## src/rtl/kbd_pkg.sv

```systemverilog
// Shared types and constants for the KR580 PS/2 keyboard port controller.
// Covers the decoder states, AT scan codes, port offsets and queue entry layout.
package kbd_pkg;

  typedef enum logic [1:0] {
    IDLE    = 2'd0,
    EXT     = 2'd1,
    BRK     = 2'd2,
    EXT_BRK = 2'd3
  } dec_state_e;

  localparam logic [7:0] SC_EXT    = 8'hE0;
  localparam logic [7:0] SC_BRK    = 8'hF0;
  localparam logic [7:0] SC_LSHIFT = 8'h12;
  localparam logic [7:0] SC_RSHIFT = 8'h59;
  localparam logic [7:0] SC_CTRL   = 8'h14;
  localparam logic [7:0] SC_ALT    = 8'h11;
  localparam logic [7:0] SC_CAPS   = 8'h58;

  localparam logic [7:0] OFS_DATA = 8'd0;
  localparam logic [7:0] OFS_STAT = 8'd1;
  localparam logic [7:0] OFS_CTRL = 8'd2;
  localparam logic [7:0] OFS_MOD  = 8'd3;
  localparam logic [7:0] OFS_CNT  = 8'd4;
  localparam logic [7:0] NUM_PORTS = 8'd5;

  localparam int ENT_W    = 10;
  localparam int ENT_CODE = 0;
  localparam int ENT_REL  = 8;
  localparam int ENT_EXT  = 9;

  // Codes in the E0..EF range are passed through untouched; others carry rel in bit 7.
  function automatic logic [7:0] ev_code(input logic rel, input logic [7:0] ascii);
    if (ascii[7:4] == 4'hE) return ascii;
    return {rel, ascii[6:0]};
  endfunction

endpackage

```

## src/rtl/kbd_fifo.sv

```systemverilog
// Synchronous show-ahead FIFO for keyboard events.
// A pop in the same cycle frees a slot, so a push into a full FIFO is then accepted.
module kbd_fifo
  import kbd_pkg::*;
#(
  parameter int DEPTH = 8,
  parameter int WIDTH = ENT_W,
  localparam int PTR_W = $clog2(DEPTH),
  localparam int CNT_W = $clog2(DEPTH) + 1
) (
  input  logic             clk_i,
  input  logic             rst_ni,
  input  logic             push_i,
  input  logic             pop_i,
  input  logic             flush_i,
  input  logic [WIDTH-1:0] data_i,
  output logic [WIDTH-1:0] head_o,
  output logic             push_ok_o,
  output logic             full_o,
  output logic             empty_o,
  output logic [CNT_W-1:0] count_o
);

  logic [WIDTH-1:0] mem_q [DEPTH];
  logic [PTR_W-1:0] wr_ptr_q, wr_ptr_d;
  logic [PTR_W-1:0] rd_ptr_q, rd_ptr_d;
  logic [CNT_W-1:0] cnt_q, cnt_d;
  logic             do_pop;

  assign full_o    = (cnt_q == CNT_W'(DEPTH));
  assign empty_o   = (cnt_q == '0);
  assign count_o   = cnt_q;
  assign head_o    = mem_q[rd_ptr_q];
  assign do_pop    = pop_i & ~empty_o & ~flush_i;
  assign push_ok_o = push_i & ~flush_i & (~full_o | do_pop);

  always_comb begin
    wr_ptr_d = wr_ptr_q;
    rd_ptr_d = rd_ptr_q;
    cnt_d    = cnt_q;
    if (flush_i) begin
      wr_ptr_d = '0;
      rd_ptr_d = '0;
      cnt_d    = '0;
    end else begin
      if (push_ok_o) wr_ptr_d = wr_ptr_q + PTR_W'(1);
      if (do_pop)    rd_ptr_d = rd_ptr_q + PTR_W'(1);
      if (push_ok_o && !do_pop)      cnt_d = cnt_q + CNT_W'(1);
      else if (!push_ok_o && do_pop) cnt_d = cnt_q - CNT_W'(1);
    end
  end

  always_ff @(posedge clk_i) begin
    if (!rst_ni) begin
      wr_ptr_q <= '0;
      rd_ptr_q <= '0;
      cnt_q    <= '0;
    end else begin
      wr_ptr_q <= wr_ptr_d;
      rd_ptr_q <= rd_ptr_d;
      cnt_q    <= cnt_d;
    end
  end

  always_ff @(posedge clk_i) begin
    if (push_ok_o) mem_q[wr_ptr_q] <= data_i;
  end

endmodule

```

## src/rtl/kbd_port_fifo.sv

```systemverilog
// Port-mapped PS/2 keyboard controller: decodes E0/F0 prefixes, tracks modifiers
// and queues key events for the CPU behind five consecutive I/O ports.
module kbd_port_fifo
  import kbd_pkg::*;
#(
  parameter logic [7:0] BASE_PORT    = 8'hF8,
  parameter int         DEPTH        = 8,
  parameter bit         DROP_RELEASE = 1'b0
) (
  input  logic       clk,
  input  logic       reset_n,
  input  logic [7:0] ps2_data,
  input  logic       ps2_data_en,
  input  logic [7:0] kb_ascii,
  input  logic [7:0] pin_pa,
  input  logic [7:0] pin_po,
  input  logic       pin_pw,
  input  logic       pin_pr,
  output logic       port_hit,
  output logic [7:0] port_rdata
);

  localparam int CNT_W = $clog2(DEPTH) + 1;

  dec_state_e       state_q, state_d;
  logic [4:0]       mod_q, mod_d;
  logic [7:0]       evcnt_q, evcnt_d;
  logic             ovf_q, ovf_d;
  logic             drop_q, drop_d;

  logic             evt_vld, evt_ext, evt_rel;
  logic [ENT_W-1:0] evt_entry, head;
  logic [7:0]       ofs;
  logic             ctrl_wr, flush, pop, push_req, push_ok;
  logic             fifo_full, fifo_empty;
  logic [CNT_W-1:0] fifo_cnt;
  logic [4:0]       cnt5;
  logic             unused_po;

  assign ofs       = pin_pa - BASE_PORT;
  assign port_hit  = (ofs < NUM_PORTS);
  assign ctrl_wr   = pin_pw & port_hit & (ofs == OFS_CTRL);
  assign flush     = ctrl_wr & pin_po[0];
  assign pop       = pin_pr & port_hit & (ofs == OFS_DATA);
  assign push_req  = evt_vld & ~(evt_rel & drop_q);
  assign evt_entry = {evt_ext, evt_rel, ev_code(evt_rel, kb_ascii)};
  assign cnt5      = 5'(fifo_cnt);
  assign unused_po = ^pin_po[7:3];

  // Prefix decoder: E0/F0 only act as prefixes from IDLE/EXT.
  always_comb begin
    state_d = state_q;
    evt_vld = 1'b0;
    evt_ext = 1'b0;
    evt_rel = 1'b0;
    if (ps2_data_en) begin
      case (state_q)
        IDLE: begin
          if (ps2_data == SC_EXT)      state_d = EXT;
          else if (ps2_data == SC_BRK) state_d = BRK;
          else                         evt_vld = 1'b1;
        end
        EXT: begin
          if (ps2_data == SC_BRK) state_d = EXT_BRK;
          else begin
            evt_vld = 1'b1;
            evt_ext = 1'b1;
            state_d = IDLE;
          end
        end
        BRK: begin
          evt_vld = 1'b1;
          evt_rel = 1'b1;
          state_d = IDLE;
        end
        default: begin
          evt_vld = 1'b1;
          evt_ext = 1'b1;
          evt_rel = 1'b1;
          state_d = IDLE;
        end
      endcase
    end
  end

  always_comb begin
    mod_d = mod_q;
    if (evt_vld) begin
      if (!evt_ext && ps2_data == SC_LSHIFT) mod_d[0] = ~evt_rel;
      if (!evt_ext && ps2_data == SC_RSHIFT) mod_d[1] = ~evt_rel;
      if (ps2_data == SC_CTRL)               mod_d[2] = ~evt_rel;
      if (ps2_data == SC_ALT)                mod_d[3] = ~evt_rel;
      if (!evt_ext && !evt_rel && ps2_data == SC_CAPS) mod_d[4] = ~mod_q[4];
    end
  end

  // Overflow set beats a clear written in the same cycle.
  always_comb begin
    ovf_d   = ovf_q;
    drop_d  = drop_q;
    evcnt_d = evcnt_q;
    if (ctrl_wr) begin
      drop_d = pin_po[2];
      if (pin_po[1]) ovf_d = 1'b0;
    end
    if (push_req && !push_ok && !flush) ovf_d = 1'b1;
    if (push_ok) evcnt_d = evcnt_q + 8'd1;
  end

  always_ff @(posedge clk) begin
    if (!reset_n) begin
      state_q <= IDLE;
      mod_q   <= '0;
      evcnt_q <= '0;
      ovf_q   <= 1'b0;
      drop_q  <= DROP_RELEASE;
    end else begin
      state_q <= state_d;
      mod_q   <= mod_d;
      evcnt_q <= evcnt_d;
      ovf_q   <= ovf_d;
      drop_q  <= drop_d;
    end
  end

  kbd_fifo #(
    .DEPTH (DEPTH),
    .WIDTH (ENT_W)
  ) u_fifo (
    .clk_i     (clk),
    .rst_ni    (reset_n),
    .push_i    (push_req),
    .pop_i     (pop),
    .flush_i   (flush),
    .data_i    (evt_entry),
    .head_o    (head),
    .push_ok_o (push_ok),
    .full_o    (fifo_full),
    .empty_o   (fifo_empty),
    .count_o   (fifo_cnt)
  );

  always_comb begin
    port_rdata = 8'hFF;
    if (port_hit) begin
      case (ofs)
        OFS_DATA: port_rdata = fifo_empty ? 8'h00 : head[ENT_CODE +: 8];
        OFS_STAT: port_rdata = {ovf_q, head[ENT_EXT] & ~fifo_empty,
                                head[ENT_REL] & ~fifo_empty, cnt5};
        OFS_CTRL: port_rdata = {5'b0, drop_q, 2'b0};
        OFS_MOD:  port_rdata = {3'b0, mod_q};
        default:  port_rdata = evcnt_q;
      endcase
    end
  end

endmodule
```

## config.mk

```make
export PLATFORM = sky130hd
export DESIGN_NAME = kbd_port_fifo
export DESIGN_NICKNAME = d
export VERILOG_FILES = /design/src/rtl/kbd_pkg.sv /design/src/rtl/kbd_fifo.sv /design/src/rtl/kbd_port_fifo.sv
export SDC_FILE = /design/constraint.sdc
export NUM_CORES = 1
export LEC_CHECK = 0
export BUFFER_PORTS_ARGS = -buffer_cell sky130_fd_sc_hd__buf_2
export CORE_MARGIN = 3
export CORE_UTILIZATION = 55
export CTS_BUF_LIST = sky130_fd_sc_hd__clkbuf_8
export DETAILED_ROUTE_END_ITERATION = 12
export HOLD_SLACK_MARGIN = 0.12
export PLACE_DENSITY = 0.77
export SYNTH_ARGS = -nofsm -noshare
export SYNTH_HDL_FRONTEND = slang
export SYNTH_SLANG_ARGS = --single-unit
export TNS_END_PERCENT = 20
```

## constraint.sdc

```tcl
create_clock -name clk -period 5.74 [get_ports clk]
set_input_delay 1.148 -clock clk [delete_from_list [all_inputs] [get_ports clk]]
set_output_delay 1.148 -clock clk [all_outputs]
set_load 0.05 [all_outputs]
```

==> results of run 1 <==
[metal layers]
metal | global-route usage (%) | part of all wire (%) | vias to the layer above
li1 | - | - | 1454
met1 | 27.8 | 45 | 1470
met2 | 33.9 | 48 | 82
met3 | 4.29 | 5.5 | 6
met4 | 5.60 | 1.1 | 0
met5 | 0 | 0 | -
[final timing paths]
check,endpoint,slack (ns),cells past startpoint
min,mod_q[2]$_SDFFE_PN0P_,0.50,2
max,port_rdata[4],1.24,9
min reg2reg,mod_q[2]$_SDFFE_PN0P_,0.50,2
max reg2reg,u_fifo.count_o[3]$_SDFFE_PP0P_,2.23,13
[where the power goes]
part           switching, mW  internal [mW]
sequential            0.0319          0.892
clock                  0.271          0.168
combinational          0.117         0.0833
[sequential cells by signal, summed over array words and instances, names as in the netlist, named ones only]
name and cells:
mod_q 5, u_fifo.mem_q 80, evcnt_q 8, u_fifo.rd_ptr_q 3, u_fifo.count_o 4, u_fifo.wr_ptr_q 3
drop_q 1, ovf_q 1, state_q 2
[cell usage after synthesis, types with 3 or more instances]
cell,n,area [um2]
nand2_1,28,105
o211ai_1,5,37.5
o21ai_0,7,35.0
clkbuf_1,10,37.5
edfxtp_1,80,2400
nor2_1,32,120
nand2b_1,3,18.8
inv_1,6,22.5
mux2_2,5,56.3
nor4b_1,3,26.3
nor3_1,5,25.0
nor3b_1,5,37.5
nand3_1,11,55.1
ha_1,7,87.6
a21oi_1,11,55.1
mux2i_1,20,200
or3_1,3,18.8
mux4_2,20,450
dfxtp_1,30,601
nand4b_1,3,26.3
nand4_1,3,18.8
xnor2_1,7,61.3
[cells by family (layout without fill, tap and decap cells)]
| kind of cell | count (synthesis) | count (layout) | synth area share [%] |
|---|---|---|---|
| buffers and inverters | 22 | 76 | 1.81 |
| adders and majority gates | 8 | 8 | 2.19 |
| muxes | 45 | 45 | 14.4 |
| xor gates and xnor gates | 9 | 9 | 1.60 |
| DFF | 110 | 110 | 61.1 |
| AOI/OAI and AO/OA | 42 | 42 | 6.44 |
| and+or+nand+nor | 115 | 115 | 12.5 |
[layout make-up]
class	instances	area, um2	area share [%]
tap	105	131	2.39
sequential	110	3000	54.7
timing repair buffer	52	290	5.29
clock buffer	9	124	2.26
multi-input combinational	219	1850	33.7
clock inverter	7	61.3	1.12
inverter	8	30.0	0.547
[tightest hold or removal path: stages (launching register included)]
cell and delay, ns:
dfxtp_1 0.33, mux2i_1 0.07, nor2_1 0.07
==> out/summary.txt, run 1 <==
Util after Layout = 64.9%
ys flop type = edfxtp_1
CP cell instances = buf_2, ha_1, nor3_1, nor2_1, nor4_2, o21ai_0, a21oi_1, o21ai_0, buf_2
GRT Overall Usage = 20.5%
via/cell ratio = 5.91
Startpoint Class = primary input
Largest delay share family, worst path = simple AND/OR/NAND/NOR gates
FILL cells = 625
core footprint = 8460 um2
Syn Area/Cell = 14.0 um2
Hold WC Path Type = reg -> reg
Design Area, Final = 5490 um2
Sink Count = 110
PD cells = 285 nW/um2
crit path kind = in -> out
Layout Nets = 445
row cnt = 33
Congestion Overflow GR = 0
DRT Pass-1 Iters = 4
share of cells above drive strength 1 = 25.7%
Post-Syn Instances = 351
Post-Place Cell Area = 5310 um2
critical path buffer and inverter count = 2
CP Max Fanout = 9
Die X = 101 um
Crit-path slowest cell = nor4_2
most frequent cells in the layout = edfxtp_1, buf_2, nor2_1, dfxtp_1, nand2_1
Syn Nets = 396
Crit. End Element = output port
wire length per cell = 19.0 um
CTS Buffer Depth = 2
synth warn = 0
die area = 10100 um2
pre-CTS setup slack = 1.26 ns
Iter 0 DRT Violations = 135
Max transition margin = 34.6%
Netlist cell types = 55
Critical Path Max Stage Delay = 0.68 ns
Fin Setup TNS = 0 ns
vias = 3012
H-tree depth = 3
#FFs+latches synth = 110
synthesized cell area = 4910 um2
Die Span Y = 101 um
worst clock skew = 0.0129 ns
TritonCTS clock tree = built
clk slew on worst S/H paths = 0.10 ns
count of input and output buffers = 40
fin cells = 510
fin crit share = 78.4%
Post-synth EDFFs = 80
Area Overhead vs Synth = 11.7%
Initial Util = 58.1%
worst r2r src = u_fifo.count_o[0]$_SDFFE_PP0P_
initial antenna violation count = 0
overall power = 1.56 mW
setup slack after layout = 1.24 ns
hold buffers post-CTS = 0
vias in the first global route = 2983
DRC viols = 0
Critical Path RT = 4.59 ns
# placed instances = 494
clk root buf = clkbuf_8
post_cts resized = 0
num ports = 46
drt total wl = 9690 um
Antenna diodes = 0
Crit. Startpoint = pin_pa[3]
Final Max Slew Viols = 0
global-route wire length before repair = 15400 um
hold_ws = 0.502 ns
highest clock rate = 0.222 GHz
clock buffer count from CTS = 9
Least-Margin Pin Slew = 0.980 ns
maximum VDD drop = 0.000248 V
Final ANT Viol Nets = 0
commonest non-fill, non-tap cell in the layout = edfxtp_1
largest net degree at the start of global routing = 21
Critical Path AT = 3.35 ns
final hold vios = 0
endpoints failing setup = 0
status = completed
RSZ-0062 raised after global routing = no
leakage power = 1.90 nW
hpwl dp = 6620 um
HP Start = mod_q[2]$_SDFFE_PN0P_
insertion delay to the later sink of the worst-skew pair = 0.37 ns
Tmin final = 4.50 ns
sequential area share after synthesis = 61.1%
ys async rst share = 0%
routability cong. = 0.920
max_cap viols = 0
Post-CTS Setup Bufs = 0
(Power assumes the default switching activity.)
==> inputs of run 2 (changes only) <==
--- a/config.mk
+++ b/config.mk
@@ -5,6 +5,7 @@
 export SDC_FILE = /design/constraint.sdc
 export NUM_CORES = 1
 export LEC_CHECK = 0
+export ABC_AREA = 1
 export BUFFER_PORTS_ARGS = -buffer_cell sky130_fd_sc_hd__buf_2
 export CORE_MARGIN = 3
 export CORE_UTILIZATION = 55
==> constraint.sdc (replaced) <==
create_clock -name clk -period 4.3 [get_ports clk]
set_input_delay 0.86 -clock clk [delete_from_list [all_inputs] [get_ports clk]]
set_output_delay 0.86 -clock clk [all_outputs]
set_load 0.05 [all_outputs]
==> run 2 against run 1 <==
Compared with the run above: register-to-register slack worse by 1.0 ns; non-clock buffer count down 5; cell count is 34% higher; global-route usage increased by 1.4 points; worst hold slack worse by 0.022 ns; clock power grew 33%; combinational power grew 53%; sequential power increased by 34%; sequential share of layout area shrank 1.5 points; count of clock-buffer cells in the layout stayed put; utilization fell by 1.7 points; clock skew rose by 0.0029 ns; critical path type unchanged.
==> out/summary.txt, run 2 <==
DRT Pass-1 Iters = 5 (+1)
setup slack after layout = 0.674 ns (-0.565 ns)
Die X = 103 um (+2.4%)
Crit. End Element = output port
H-tree depth = 3 (unchanged)
hold buffers post-CTS = 0 (unchanged)
share of cells above drive strength 1 = 15.9% (-9.8 points)
final hold vios = 0 (unchanged)
routability cong. = 0.902 (-2.0%)
Hold WC Path Type = reg -> reg
maximum VDD drop = 0.000216 V (-13%)
vias in the first global route = 3558 (+19%)
Congestion Overflow GR = 0 (unchanged)
clock buffer count from CTS = 9 (unchanged)
ys flop type = edfxtp_1
met1 GRT Util = 31.3% (+3.5 points)
clk root buf = clkbuf_8
ys async rst share = 0% (unchanged)
count of input and output buffers = 40 (unchanged)
via/cell ratio = 5.75 (-2.6%)
GRT Overall Usage = 21.9% (+1.4 points)
worst clock skew = 0.0158 ns (+0.00286 ns)
Antenna diodes = 0 (unchanged)
insertion delay to the later sink of the worst-skew pair = 0.38 ns (about the same)
Post-CTS Setup Bufs = 0 (unchanged)
cell taking the most area after synthesis = edfxtp_1
most frequent cells in the layout = edfxtp_1, nand2_1, nor2_1, o21ai_0, inv_1
Final ANT Viol Nets = 0 (unchanged)
Max transition margin = 53.7% (+19 points)
Die Span Y = 103 um (+2.4%)
TritonCTS clock tree = built
global-route wire length before repair = 17500 um (+14%)
Fin Setup TNS = 0 ns (unchanged)
hpwl dp = 7530 um (+14%)
Initial Util = 57.8% (-0.26 points)
Synth area leaders = edfxtp_1, dfxtp_1, nand2_1
Critical Path AT = 2.77 ns (-0.58 ns)
grt met2 use = 32.9% (-0.99 points)
synthesized cell area = 5160 um2 (+5.1%)
gr busiest metal = met2
post-synth top area share = 46.5% (-2.4 points)
Largest Register = u_fifo.mem_q
sequential area share after synthesis = 58.2% (-2.9 points)
status = completed
#FFs+latches synth = 110 (unchanged)
CP Max Fanout = 7 (-2)
post_cts resized = 0 (unchanged)
Util after Layout = 63.2% (-1.7 points)
Critical Path RT = 3.44 ns (-1.15 ns)
largest net degree at the start of global routing = 42 (+100%)
core footprint = 8930 um2 (+5.5%)
RSZ-0062 raised after global routing = no
highest clock rate = 0.276 GHz
max_cap viols = 0 (unchanged)
DRC viols = 0 (unchanged)
met3 usage = 4.26% (-0.028 points)
synth warn = 0 (unchanged)
leakage power = 2.19 nW (+15%)
FILL cells = 717 (+15%)
Synth top cells by count = edfxtp_1, nand2_1, nor2_1, o21ai_0, inv_1
Final Max Slew Viols = 0 (unchanged)
die area = 10600 um2 (+4.8%)
fin crit share = 84.3%
pre-CTS setup slack = 0.416 ns (-0.840 ns)
Syn Area/Cell = 9.82 um2 (-30%)
drt total wl = 11000 um (+14%)
Layout Nets = 613 (+38%)
clk slew on worst S/H paths = 0.10 ns (about the same)
vias = 3917 (+30%)
Post-Syn Instances = 526 (+50%)
endpoints failing setup = 0 (unchanged)
Startpoint Class = primary input
Sink Count = 110 (unchanged)
Tmin final = 3.63 ns
crit path kind = in -> out
num ports = 46 (unchanged)
row cnt = 34 (+3.0%)
Area Overhead vs Synth = 9.33%
Least-Margin Pin Slew = 0.694 ns (-0.286 ns)
Iter 0 DRT Violations = 232 (+72%)
PD cells = 377 nW/um2 (+33%)
max reg flops = 80 (unchanged)
wire length per cell = 16.2 um (-15%)
commonest non-fill, non-tap cell in the layout = edfxtp_1
Post-synth EDFFs = 80 (unchanged)
Syn Nets = 571 (+44%)
Register-to-Register Setup Slack = 1.22 ns (-1.01 ns)
initial antenna violation count = 0 (unchanged)
most frequent cell after synthesis = edfxtp_1
Netlist cell types = 39 (-29%)
CTS Buffer Depth = 2 (unchanged)
Largest regs = u_fifo.mem_q (80), evcnt_q (8), mod_q (5)
## run 2: cell count changes in the layout (fill, tap and decap cells not counted), moves of 7 or more
cell | before | now
a21oi_1 | 11 | 28
inv_1 | 7 | 46
mux2i_1 | 20 | 0
mux4_2 | 20 | 0
nand2_1 | 28 | 77
nand3_1 | 11 | 24
nand3_2 | 0 | 8
nand4_1 | 3 | 10
nor2_1 | 32 | 75
nor2_2 | 0 | 8
o21ai_0 | 7 | 48
o22ai_1 | 2 | 17
xor2_1 | 2 | 9
## run 2: cell families (layout without fill, tap and decap cells)
| group | after synthesis | count (layout) | synth area share, % |
|---|---|---|---|
| buffers and inverters | 65 | 112 | 5.23 |
| flip-flops | 110 | 110 | 58.2 |
| XOR/XNOR | 11 | 11 | 1.87 |
| AND/OR/NAND/NOR | 223 | 223 | 20.8 |
| adder cells (fa/ha/maj) | 8 | 8 | 2.08 |
| AO/OA/AOI/OAI | 109 | 109 | 11.9 |
## run 2: final timing paths
path / startpoint / to / cells past startpoint
hold / removal: mod_q[4]$_SDFFE_PN0P_ / mod_q[4]$_SDFFE_PN0P_ / 2
setup / recovery: pin_pa[3] / port_rdata[5] / 8
hold reg to reg: mod_q[4]$_SDFFE_PN0P_ / mod_q[4]$_SDFFE_PN0P_ / 2
setup reg to reg: u_fifo.count_o[0]$_SDFFE_PP0P_ / u_fifo.count_o[3]$_SDFFE_PP0P_ / 17
## run 2: critical path, cell delays in order
cell     delay (ns)
buf_2          0.11
inv_1          0.06
nor2_2         0.29
inv_1          0.23
nor4_1         0.64
nand4_1        0.16
nand3_1        0.14
buf_2          0.27
## run 2: area by class of cell
class                   count  area [um2]  share of cell area, %
repair buffers             47         253                   4.48
flip-flops and latches    110        3000                   53.2
clock inverters             7        55.1                  0.975
multi-input cells         351        1890                   33.5
clock buffers               9         124                   2.19
well taps                 108         135                   2.39
inverters                  49         185                   3.28
## run 2: report_power, final
group	switching [mW]	internal [mW]	total [mW]
Sequential	0.0367	1.20	1.24
Clock	0.364	0.220	0.584
Combinational	0.204	0.104	0.308
## run 2: through the flow
stage	std cells	total power [mW]	hold slack (ns)	instance area [um2]
after floorplan	526	1.49	0.424	5160
after global placement	665	1.56	0.455	5470
after detailed placement	665	1.57	0.464	5470
after CTS	681	2.14	0.481	5650
after global routing	681	2.23	0.493	5650
final	681	2.13	0.481	5650
## run 2: per-layer routing
layer | vias up | wire [um] | part of all wire, %
met2 | 122 | 5090 | 46
met4 | 0 | 323 | 2.9
met5 | - | 0 | 0
li1 | 1918 | - | -
met1 | 1853 | 5060 | 46
met3 | 24 | 543 | 4.9
